==> config.mk <==
export PLATFORM = sky130hd
export DESIGN_NAME = cdc_handshake_rx_flat
export DESIGN_NICKNAME = d
export VERILOG_FILES = /design/src/rtl/cdc_handshake_rx_if.sv /design/src/rtl/cdc_handshake_rx.sv /design/src/flat_wrapper.sv
export SDC_FILE = /design/constraint.sdc
export NUM_CORES = 1
export LEC_CHECK = 0
export ABC_AREA = 0
export ABC_CLOCK_PERIOD_IN_PS = 1250
export BUFFER_PORTS_ARGS = -buffer_cell sky130_fd_sc_hd__clkbuf_2
export CORE_MARGIN = 5
export CORE_UTILIZATION = 41
export CTS_CLUSTER_DIAMETER = 80
export CTS_CLUSTER_SIZE = 24
export DETAILED_ROUTE_END_ITERATION = 7
export PLACE_DENSITY = 0.8
export SLEW_MARGIN = 20
export SYNTH_ARGS = -nofsm -noshare
export SYNTH_HDL_FRONTEND = slang
export SYNTH_SLANG_ARGS = --single-unit
==> constraint.sdc <==
create_clock -name dest_clk -period 1.25 [get_ports dest_clk]
set_input_delay 0.125 -clock dest_clk [delete_from_list [all_inputs] [get_ports dest_clk]]
set_output_delay 0.125 -clock dest_clk [all_outputs]
set_load 0.02 [all_outputs]
==> src/rtl/cdc_handshake_rx_if.sv <==
// Bundle of the four-phase req/ack handshake (source side) and the
// valid/ready stream (destination side) handled by cdc_handshake_rx.
interface cdc_handshake_rx_if #(
  parameter int WIDTH = 32
);
  logic             src_req;
  logic [WIDTH-1:0] src_data;
  logic             dest_ack;
  logic             m_valid;
  logic             m_ready;
  logic [WIDTH-1:0] m_data;
  logic             busy;

  // Environment view: drives the request, the source word and downstream ready.
  modport master (
    output src_req,
    output src_data,
    output m_ready,
    input  dest_ack,
    input  m_valid,
    input  m_data,
    input  busy
  );

  // Responder view: the destination-domain receiver.
  modport slave (
    input  src_req,
    input  src_data,
    input  m_ready,
    output dest_ack,
    output m_valid,
    output m_data,
    output busy
  );
endinterface

==> src/rtl/cdc_handshake_rx.sv <==
// Destination-domain responder of a four-phase req/ack CDC handshake.
// The request level is synchronized; the data word is sampled unsynchronized
// only once the synchronized request is high, when the source holds it stable.
// The word is offered as a valid/ready stream and acknowledged from a flop.
module cdc_handshake_rx #(
  parameter int WIDTH  = 32,
  parameter int STAGES = 2
) (
  input  logic                 dest_clk,
  input  logic                 rst_n,
  cdc_handshake_rx_if.slave    bus
);

  localparam logic [1:0] IDLE  = 2'd0;
  localparam logic [1:0] VALID = 2'd1;
  localparam logic [1:0] ACK   = 2'd2;

  (* ASYNC_REG = "TRUE" *) logic [STAGES-1:0] req_sync;
  logic                req_s;
  logic [1:0]          state;
  logic                dest_ack_r;
  logic                m_valid_r;
  logic [WIDTH-1:0]    m_data_r;

  assign req_s = req_sync[STAGES-1];

  // Request synchronizer chain; req_s is the last flop.
  always_ff @(posedge dest_clk) begin
    if (!rst_n) begin
      req_sync <= '0;
    end else begin
      req_sync <= {req_sync[STAGES-2:0], bus.src_req};
    end
  end

  // Handshake FSM: capture on request, hold until accepted, ack until request falls.
  always_ff @(posedge dest_clk) begin
    if (!rst_n) begin
      state      <= IDLE;
      dest_ack_r <= 1'b0;
      m_valid_r  <= 1'b0;
      m_data_r   <= '0;
    end else begin
      case (state)
        IDLE: begin
          dest_ack_r <= 1'b0;
          m_valid_r  <= 1'b0;
          if (req_s) begin
            m_data_r  <= bus.src_data;
            m_valid_r <= 1'b1;
            state     <= VALID;
          end
        end
        VALID: begin
          if (bus.m_ready) begin
            m_valid_r  <= 1'b0;
            dest_ack_r <= 1'b1;
            state      <= ACK;
          end
        end
        ACK: begin
          // Request must go low before another word can be captured.
          if (!req_s) begin
            dest_ack_r <= 1'b0;
            state      <= IDLE;
          end
        end
        default: begin
          dest_ack_r <= 1'b0;
          m_valid_r  <= 1'b0;
          state      <= IDLE;
        end
      endcase
    end
  end

  assign bus.dest_ack = dest_ack_r;
  assign bus.m_valid  = m_valid_r;
  assign bus.m_data   = m_data_r;
  assign bus.busy     = (state != IDLE);

endmodule

==> src/flat_wrapper.sv <==
// flat-port wrapper written by rule: the top's interface ports become plain ports
module cdc_handshake_rx_flat 
#(
  parameter int WIDTH  = 32,
  parameter int STAGES = 2
)
  (dest_clk, rst_n, bus_src_req, bus_src_data, bus_m_ready, bus_dest_ack, bus_m_valid, bus_m_data, bus_busy);
  cdc_handshake_rx_if #(.WIDTH(WIDTH)) bus_i ();
  input  logic dest_clk;
  input  logic rst_n;
  input wire logic [$bits(bus_i.src_req)-1:0] bus_src_req;
  input wire logic [$bits(bus_i.src_data)-1:0] bus_src_data;
  input wire logic [$bits(bus_i.m_ready)-1:0] bus_m_ready;
  output wire logic [$bits(bus_i.dest_ack)-1:0] bus_dest_ack;
  output wire logic [$bits(bus_i.m_valid)-1:0] bus_m_valid;
  output wire logic [$bits(bus_i.m_data)-1:0] bus_m_data;
  output wire logic [$bits(bus_i.busy)-1:0] bus_busy;
  assign bus_i.src_req = bus_src_req;
  assign bus_i.src_data = bus_src_data;
  assign bus_i.m_ready = bus_m_ready;
  assign bus_dest_ack = bus_i.dest_ack;
  assign bus_m_valid = bus_i.m_valid;
  assign bus_m_data = bus_i.m_data;
  assign bus_busy = bus_i.busy;
  cdc_handshake_rx #(.WIDTH(WIDTH), .STAGES(STAGES)) u_core (.dest_clk(dest_clk), .rst_n(rst_n), .bus(bus_i));
endmodule
==> summary.md, run 1 <==
The flow ran to the end, but the final reports show violations. The checks that failed: setup timing. Once detail routing completed, the nets flagged for antenna violations numbered 0.

The critical path goes through or3b_4 > buf_12 > nand3_1 > o21ai_1. The tools report the timing endpoint of the critical path as u_core.bus.m_data[23]. Timing would allow up to 771 MHz.

The mean cell area of the mapped netlist is 9.33 sq um, and the final critical-path required period is 1.30 ns. In this run, distinct cell masters in the synthesized netlist total 24. The share of the clock period used by the worst path after layout works out to 104%. The top-area cell type share of the netlist area works out to 49.4%.

STA classifies the critical path endpoint as a flip-flop. After global routing the overflow that remains totals 0. In this run the power density over the cells is 1120 nW/um^2.

IR analysis of the VDD net gives a maximum drop of 662 uV. The area used by multi-input combinational logic is 731 sq um, and the post-detailed-route via-to-cell ratio is 4.81. From bottom edge to top edge, the die measures 71.3 um. Per report_power, the combinational group accounts for 14.7% of the total. Setup violations remaining at the end of the flow were counted as 15. The data arrival time at the worst-slack endpoint is 1.47 ns, and the number of nets in the finished design is 280. The nature of the critical path startpoint is a flip-flop. The final hold violation count was 0.

The source-to-sink clock delay at the later pin of the worst-skew pair is 0.28 ns. Fill cells in the final layout number 332. From synthesis to final layout, the design area changed by 45.2%. The biggest area contributor in the post-synthesis netlist is sky130_fd_sc_hd__dfxtp_1. Setup repair after global routing could not meet its margin everywhere. The data required time of the critical path is 1.42 ns.

Of the total power, the share spent switching nets is 25.6%. The number of iterations in the first detailed-routing pass is 4, and the CTS buffer count is 5. Type of the tightest min-delay check: primary input to flip-flop.

The tool flagged a number of max-cap violations equal to 0. The count of buffers added on input and output ports is 70. Of the total power, the clock network draws 34.2%. TritonCTS built the clock tree. For this design the static power due to leakage is 1.01 nW. The effective utilization at floorplan came out at 42.1%.

At the pin with the least slew margin, the transition time is 0.354 ns. Counting every net in the synthesized netlist gives 201. Counting along the longest clock path gives a buffer depth of 2. After detailed routing, the average wire length per cell comes to 12.7 um. The initial detailed-routing violation count came out at 95.

Critical register-to-register path startpoint: u_core.state[1]. In this run the standard cell core region covers 3660 sq um. The first global-routing pass estimated 5.34 mm of wire. The via count of the first global-routing pass is 1,251. Half-perimeter wire length after placement: 2.31 mm.

The slowest stage of the critical path is the sky130_fd_sc_hd__or3b_4 cell. The highest cell delay on the worst timing path works out to 0.49 ns. The synthesized design contains 38 register bits.

The routability congestion estimate came out at 0.711. The sequential element share of the synthesized area was 49.4%; the tightest slew margin relative to the limit was 75.8%. The H-tree was split into 2 levels. The tools report the area enclosed by the die boundary as 5080 sq um. The die is 71.3 um wide. The tools report the total non-filler cell area in the finished layout as 2240 sq um. In this run the clock root is driven by a sky130_fd_sc_hd__clkbuf_8. For flop-to-flop paths, the worst setup slack is -0.05 ns. The critical path starts at u_core.state[1].

After clock tree synthesis, the flow added hold-fix buffers numbering 0. For the internal portion of total power, the log shows 1.87 mW. The logs give 0 for the number of pins exceeding their max-slew limit in the final report and 0.00365 ns for the worst slack at placement. For this design the top-level I/O count stands at 71. Counting every instance in the synthesized netlist gives 165.

After detailed routing, the number of remaining DRC violations is 0. Entering global routing, the biggest net connects 35 pins. Along the worst path, the maximum fanout reaches 8.

The logs give 22 for the number of cell rows and 51.1% for the sequential power share. The overall routing resource usage is 12.9%. The run gives 0.00429 ns as the post-route clock skew. The detailed router placed 1,408 vias in this run. After clock tree synthesis, the clock-pin slew on the worst setup and hold paths is 0.07 ns. The routed design has 3.73 mm of wire. In this run the critical register-to-register path is captured at u_core.bus.m_data[23]. The critical path in this run is classified as flip-flop to flip-flop. Sorting the synthesized cells by area gives the leading types as sky130_fd_sc_hd__dfxtp_1, sky130_fd_sc_hd__o21ai_2, sky130_fd_sc_hd__nand3_1.

Measured in cells, the most critical reg-to-reg path has a length of 4. The netlist area before placement is 1540 sq um. The switching power total was 0.642 mW; the fraction of final layout cells with drive strength greater than 1 was 55.5%. The repair_antennas step left the layout with diodes totalling 0. During synthesis, Yosys emitted a total of 0 warnings. The tools report the sink count of the clock tree as 38. Across the whole layout, storage elements account for 764 sq um.

In this run the cell area measured after placement is 1940 sq um. Initial antenna violation count: 0. The final worst slack came out at -0.0476 ns.
## metrics by stage
step	util [%]	hold slack, ns	TNS [ns]	total power, mW	cells
detailed placement	52.9	0.342	0	1.62	277
finish	61.1	0.0450	-0.153	2.51	293
floorplan	-	0.234	0	1.50	165
global route	61.1	0.0460	-0.729	2.61	293
global placement	52.9	0.342	0	1.62	277
CTS	56.4	0.0459	0	2.47	287
## cells in the mapped netlist
cell	count
sky130_fd_sc_hd__o21ai_2	22
sky130_fd_sc_hd__nand4b_1	1
sky130_fd_sc_hd__and2_1	2
sky130_fd_sc_hd__dfxtp_1	38
sky130_fd_sc_hd__buf_1	2
sky130_fd_sc_hd__or2_2	1
sky130_fd_sc_hd__a2111oi_0	1
sky130_fd_sc_hd__a21oi_1	1
sky130_fd_sc_hd__o21ai_0	3
sky130_fd_sc_hd__nand3b_1	3
sky130_fd_sc_hd__buf_6	6
sky130_fd_sc_hd__nand3_1	25
sky130_fd_sc_hd__or3b_1	1
sky130_fd_sc_hd__inv_1	1
sky130_fd_sc_hd__nand3_2	7
sky130_fd_sc_hd__clkbuf_1	3
sky130_fd_sc_hd__nor2_1	2
sky130_fd_sc_hd__clkbuf_2	1
sky130_fd_sc_hd__a31oi_2	1
sky130_fd_sc_hd__o21a_1	1
sky130_fd_sc_hd__or4bb_1	1
sky130_fd_sc_hd__buf_2	2
sky130_fd_sc_hd__o21ai_1	8
sky130_fd_sc_hd__nand2_1	32
## metal layers
metal  share of wire (%)  global-route usage (%)  wire length, um
met1                  44                    15.3             1620
met5                   0                       0                0
met3                 8.1                    5.75              301
met4                0.35                    3.13               13
met2                  48                    21.2             1790
## registers in the layout (all words and copies together), names as in the netlist
signal,flops
u_core.req_sync,2
u_core.bus.m_valid,1
u_core.state,2
u_core.bus.m_data,32
u_core.bus.dest_ack,1
## repair_timing
item | CTS | global route
cloned | 0 | 6
gates resized for setup | 6 | 15
setup endpoints to repair | 9 | 27
buffers inserted | 2 | 0
pin swaps | 0 | 8
## worst min-delay path by stage
stage | start | endpoint | slack [ns] | cells after the start
2_1_floorplan | bus_m_ready | u_core.state[0] | 0.23 | 1
3_3_place_gp | bus_src_req | u_core.req_sync[0] | 0.34 | 2
3_5_place_dp | bus_src_req | u_core.req_sync[0] | 0.34 | 2
4_1_cts | bus_src_req | u_core.req_sync[0] | 0.05 | 2
5_1_grt | bus_src_req | u_core.req_sync[0] | 0.05 | 2
6_report | bus_src_req | u_core.req_sync[0] | 0.05 | 2
## cell type report
cell class / count / share of cell area (%)
clock buffers: 7 / 3.86
multi-input cells: 113 / 32.7
clock inverters: 1 / 0.224
repair buffers: 85 / 26.2
inverters: 1 / 0.168
well taps: 48 / 2.68
flip-flops and latches: 38 / 34.2
## power groups by stage
stage	registers [mW]	logic (mW)	clock network, mW
floorplan	1.35	0.149	0
global placement	1.30	0.312	0
detailed placement	1.30	0.315	0
CTS	1.28	0.326	0.868
global route	1.29	0.402	0.927
finish	1.28	0.369	0.857
## cell families after synthesis
family	after synthesis	synth area share (%)
AO/OA/AOI/OAI	37	18.3
buffers and inverters	15	6.82
flip-flops	38	49.4
AND/OR/NAND/NOR	75	25.5
## layout by cell type (no fill, tap or decap), drive strengths merged, types with 2 or more instances in the layout
master | Yosys | routed
nor2 | 2 | 2
or3b | 1 | 2
nand3b | 3 | 3
buf | 10 | 12
o21ai | 33 | 33
and2 | 2 | 2
nand3 | 32 | 32
nand2 | 32 | 32
clkbuf | 4 | 80
dfxtp | 38 | 38
## critical path: cells and delay by family (launching register included)
kind,cells,cell delay [ns]
flops,1,0.34
buf+inv,1,0.18
simple gates,2,0.58
compound gates,1,0.08
Note: power is estimated with default switching activity, not from simulation.
==> run 2: changes to the inputs <==
--- a/config.mk
+++ b/config.mk
@@ -6,14 +6,14 @@
 export NUM_CORES = 1
 export LEC_CHECK = 0
 export ABC_AREA = 0
-export ABC_CLOCK_PERIOD_IN_PS = 1250
+export ABC_CLOCK_PERIOD_IN_PS = 1650
 export BUFFER_PORTS_ARGS = -buffer_cell sky130_fd_sc_hd__clkbuf_2
 export CORE_MARGIN = 5
-export CORE_UTILIZATION = 41
+export CORE_UTILIZATION = 47
 export CTS_CLUSTER_DIAMETER = 80
 export CTS_CLUSTER_SIZE = 24
 export DETAILED_ROUTE_END_ITERATION = 7
-export PLACE_DENSITY = 0.8
+export PLACE_DENSITY = 0.86
 export SLEW_MARGIN = 20
 export SYNTH_ARGS = -nofsm -noshare
 export SYNTH_HDL_FRONTEND = slang
==> constraint.sdc (replaced) <==
create_clock -name dest_clk -period 1.65 [get_ports dest_clk]
set_input_delay 0.165 -clock dest_clk [delete_from_list [all_inputs] [get_ports dest_clk]]
set_output_delay 0.165 -clock dest_clk [all_outputs]
set_load 0.02 [all_outputs]
==> run 2 against run 1 <==
Compared with the run above: the run now ends clean; count of clock-buffer cells in the layout stayed put; total power is 35% lower; design area is 14% lower; sequential power is 24% lower; via count is 7.8% lower; critical path type is now flip-flop to output port; largest power group unchanged; highest routed layer unchanged.
==> summary.md, run 2 (same netlist as run 1, synthesis figures left out) <==
The run finished with clean final reports. The worst hold path was traced through 3 stages. The tools report the source-to-sink clock delay at the later pin of the worst-skew pair as 0.33 ns. The clock-pin slew on the worst setup and hold paths came out at 0.10 ns. In this run the static leakage power is 0.876 nW. The setup check on the worst reg-to-reg path leaves a slack of 0.29 ns. For this block, the initial DRC count from the detailed router was 67. Detailed routing placed a total of 263 um of wire on met3. The register with the most flip-flops in the layout has 32 of them. The wire length per cell after detailed routing works out to 11.1 um. The critical path goes through buf_4 > or2_2 > clkbuf_2.

Setup repair after global routing left no endpoint under its margin. The via count of the first global-routing pass was 1,184; the number of violations of the max-capacitance limit was 0. The floorplan die width was 67.2 um; the number of gates resized after cts was 0. The logs give 0 for the initial antenna violation count and 75.4% for the tightest slew margin relative to the limit.

The final routed DRC violation total came out at 0. The tools report the critical register-to-register path startpoint as u_core.state[0]. TritonCTS built the clock tree.

The routability congestion estimate is 0.773, and the sink count of the clock tree is 38. The detailed router placed 1,298 vias in this run. Entering global routing, the biggest net connects 66 pins. The met2 wire length is 1.39 mm. 71 I/O pins were placed. Actual transition at the worst max-transition pin: 0.359 ns. The pre-antenna-repair detailed-routing pass consisted of 2 iterations.

The final hold violation count was 0; the final critical-path required period was 1.43 ns. STA puts the critical path data required time at 1.48 ns. The type of the tightest min-delay check was primary input to flip-flop. The floorplan step defined a die boundary enclosing 4520 sq um. The first global-routing pass estimated 4.98 mm of wire. For the post-route clock skew, the log shows 0.00327 ns. Of all nets on the critical path, the largest fanout is 8.

The cell area power density works out to 841 nW/um^2. The tools report the data arrival time at the worst-slack endpoint as 1.26 ns. Setup violations remaining at the end of the flow were counted as 0. In the layout the commonest cells are sky130_fd_sc_hd__clkbuf_2, sky130_fd_sc_hd__dfxtp_1, sky130_fd_sc_hd__nand2_1.

The post-detailed-route via-to-cell ratio was 4.70. The reg-to-reg endpoint was u_core.bus.m_data[31]. STA classifies the critical path startpoint as a flip-flop. The number of nets in the finished design is 268, and the filler cell count in the final layout is 302.

The worst setup path is captured at an output port. For the worst flop-to-flop path, the logic depth is 4. The synthesis-to-finish area growth was 25.6%. The detail route stage leaves a number of antenna-violating nets equal to 0. The hold path endpoint was u_core.bus.m_data[24]. The initial utilization of the core area, before any placement, comes to 49.6%. The maximum clock path buffer count was 2. The floorplan has 20 rows. The number of buffers added for setup after CTS was 0. The fraction of final layout cells with drive strength greater than 1 is 47.8%, and the final standard cell utilization of the core is 62.3%.

The hold path startpoint was bus_src_data[24]. Measured along the y axis, the die boundary spans 67.2 um. The largest single stage delay on the critical path is 0.32 ns.

The run gives 0 ns as the accumulated negative setup slack. The worst-case IR drop observed on VDD is 538 uV. The H-tree depth came out at 2. The number of hold buffers added after CTS was 0. Global routing consumed, over all layers together, 14.4% of the routing resources. Signal routing reaches up to met4.

The root buffer cell chosen for the clock tree is sky130_fd_sc_hd__clkbuf_4. Counting the buffers created by CTS gives 5. The tools report the maximum clock frequency as 701 MHz. After floorplanning, the core was sized to cover 3100 sq um. In the finished design, the share of the clock period the worst path needs comes to 86.4%. The final global-route overflow total is 0, and the number of buffers inserted by port buffering is 70. The detailed-route wire length on metal 1 is 1.34 mm.

Once detailed placement completed, the half-perimeter wirelength came to 2.28 mm. The total inserted antenna cells was 0. Most common cell after layout, fill and taps aside: sky130_fd_sc_hd__clkbuf_2.

Category of the critical setup timing path: flip-flop to output port. The overall routed net length is 3.06 mm. For the number of pins exceeding their max-slew limit in the final report, the log shows 0. The slowest stage of the critical path is the sky130_fd_sc_hd__dfxtp_1 cell.
[run 2: cell count changes in the layout (fill, tap and decap cells not counted), sizes merged]
cell / change
buf: -8
clkbuf: -3
clkinv: -1
or3b: -1
[run 2: area by class of cell]
| cell class | instances | area (sq um) | share of cell area [%] |
|---|---|---|---|
| sequential | 38 | 761 | 39.3 |
| multi-input combinational | 112 | 677 | 35.0 |
| timing repair buffer | 74 | 393 | 20.3 |
| tap | 44 | 55.1 | 2.85 |
| clock buffer | 7 | 45.0 | 2.33 |
| inverter | 1 | 3.75 | 0.194 |
[run 2: worst max path at each step]
stage | slack [ns] | startpoint | cells after the start | end
6_report | 0.22 | u_core.state[1] | 3 | bus_busy
5_1_grt | 0.17 | u_core.state[1] | 3 | bus_busy
4_1_cts | 0.21 | u_core.state[1] | 3 | bus_busy
3_5_place_dp | 0.32 | u_core.state[0] | 4 | u_core.bus.m_data[22]
3_3_place_gp | 0.35 | u_core.state[0] | 4 | u_core.bus.m_data[22]
2_1_floorplan | 0.38 | u_core.state[1] | 5 | u_core.bus.m_data[0]
[run 2: routing by layer]
| layer | vias up | GRT usage, % |
|---|---|---|
| li1 | 700 | - |
| met5 | - | 0 |
| met4 | 0 | 7.59 |
| met2 | 48 | 24.7 |
| met1 | 543 | 15.8 |
| met3 | 7 | 4.66 |
[run 2: power breakdown]
group | internal, mW | total [mW] | switching [mW]
combinational | 0.0878 | 0.224 | 0.136
sequential | 0.950 | 0.969 | 0.0189
clock | 0.161 | 0.434 | 0.273
total | 1.20 | 1.63 | 0.428
[run 2: stage by stage]
stage	cells	power, mW	instance area [sq um]	hold slack, ns	setup slack (ns)
2_1_floorplan	165	1.14	1540	0.282	0.385
3_3_place_gp	269	1.21	1890	0.388	0.350
3_5_place_dp	269	1.22	1890	0.394	0.323
4_1_cts	276	1.65	1930	0.0264	0.208
5_1_grt	276	1.71	1930	0.0312	0.170
6_report	276	1.63	1930	0.0386	0.224
[run 2: worst max-delay path, delay by kind of cell (launching register included)]
family,cells,cell delay [ns]
buffers and inverters,2,0.31
flip-flops,1,0.32
AND/OR/NAND/NOR,1,0.30
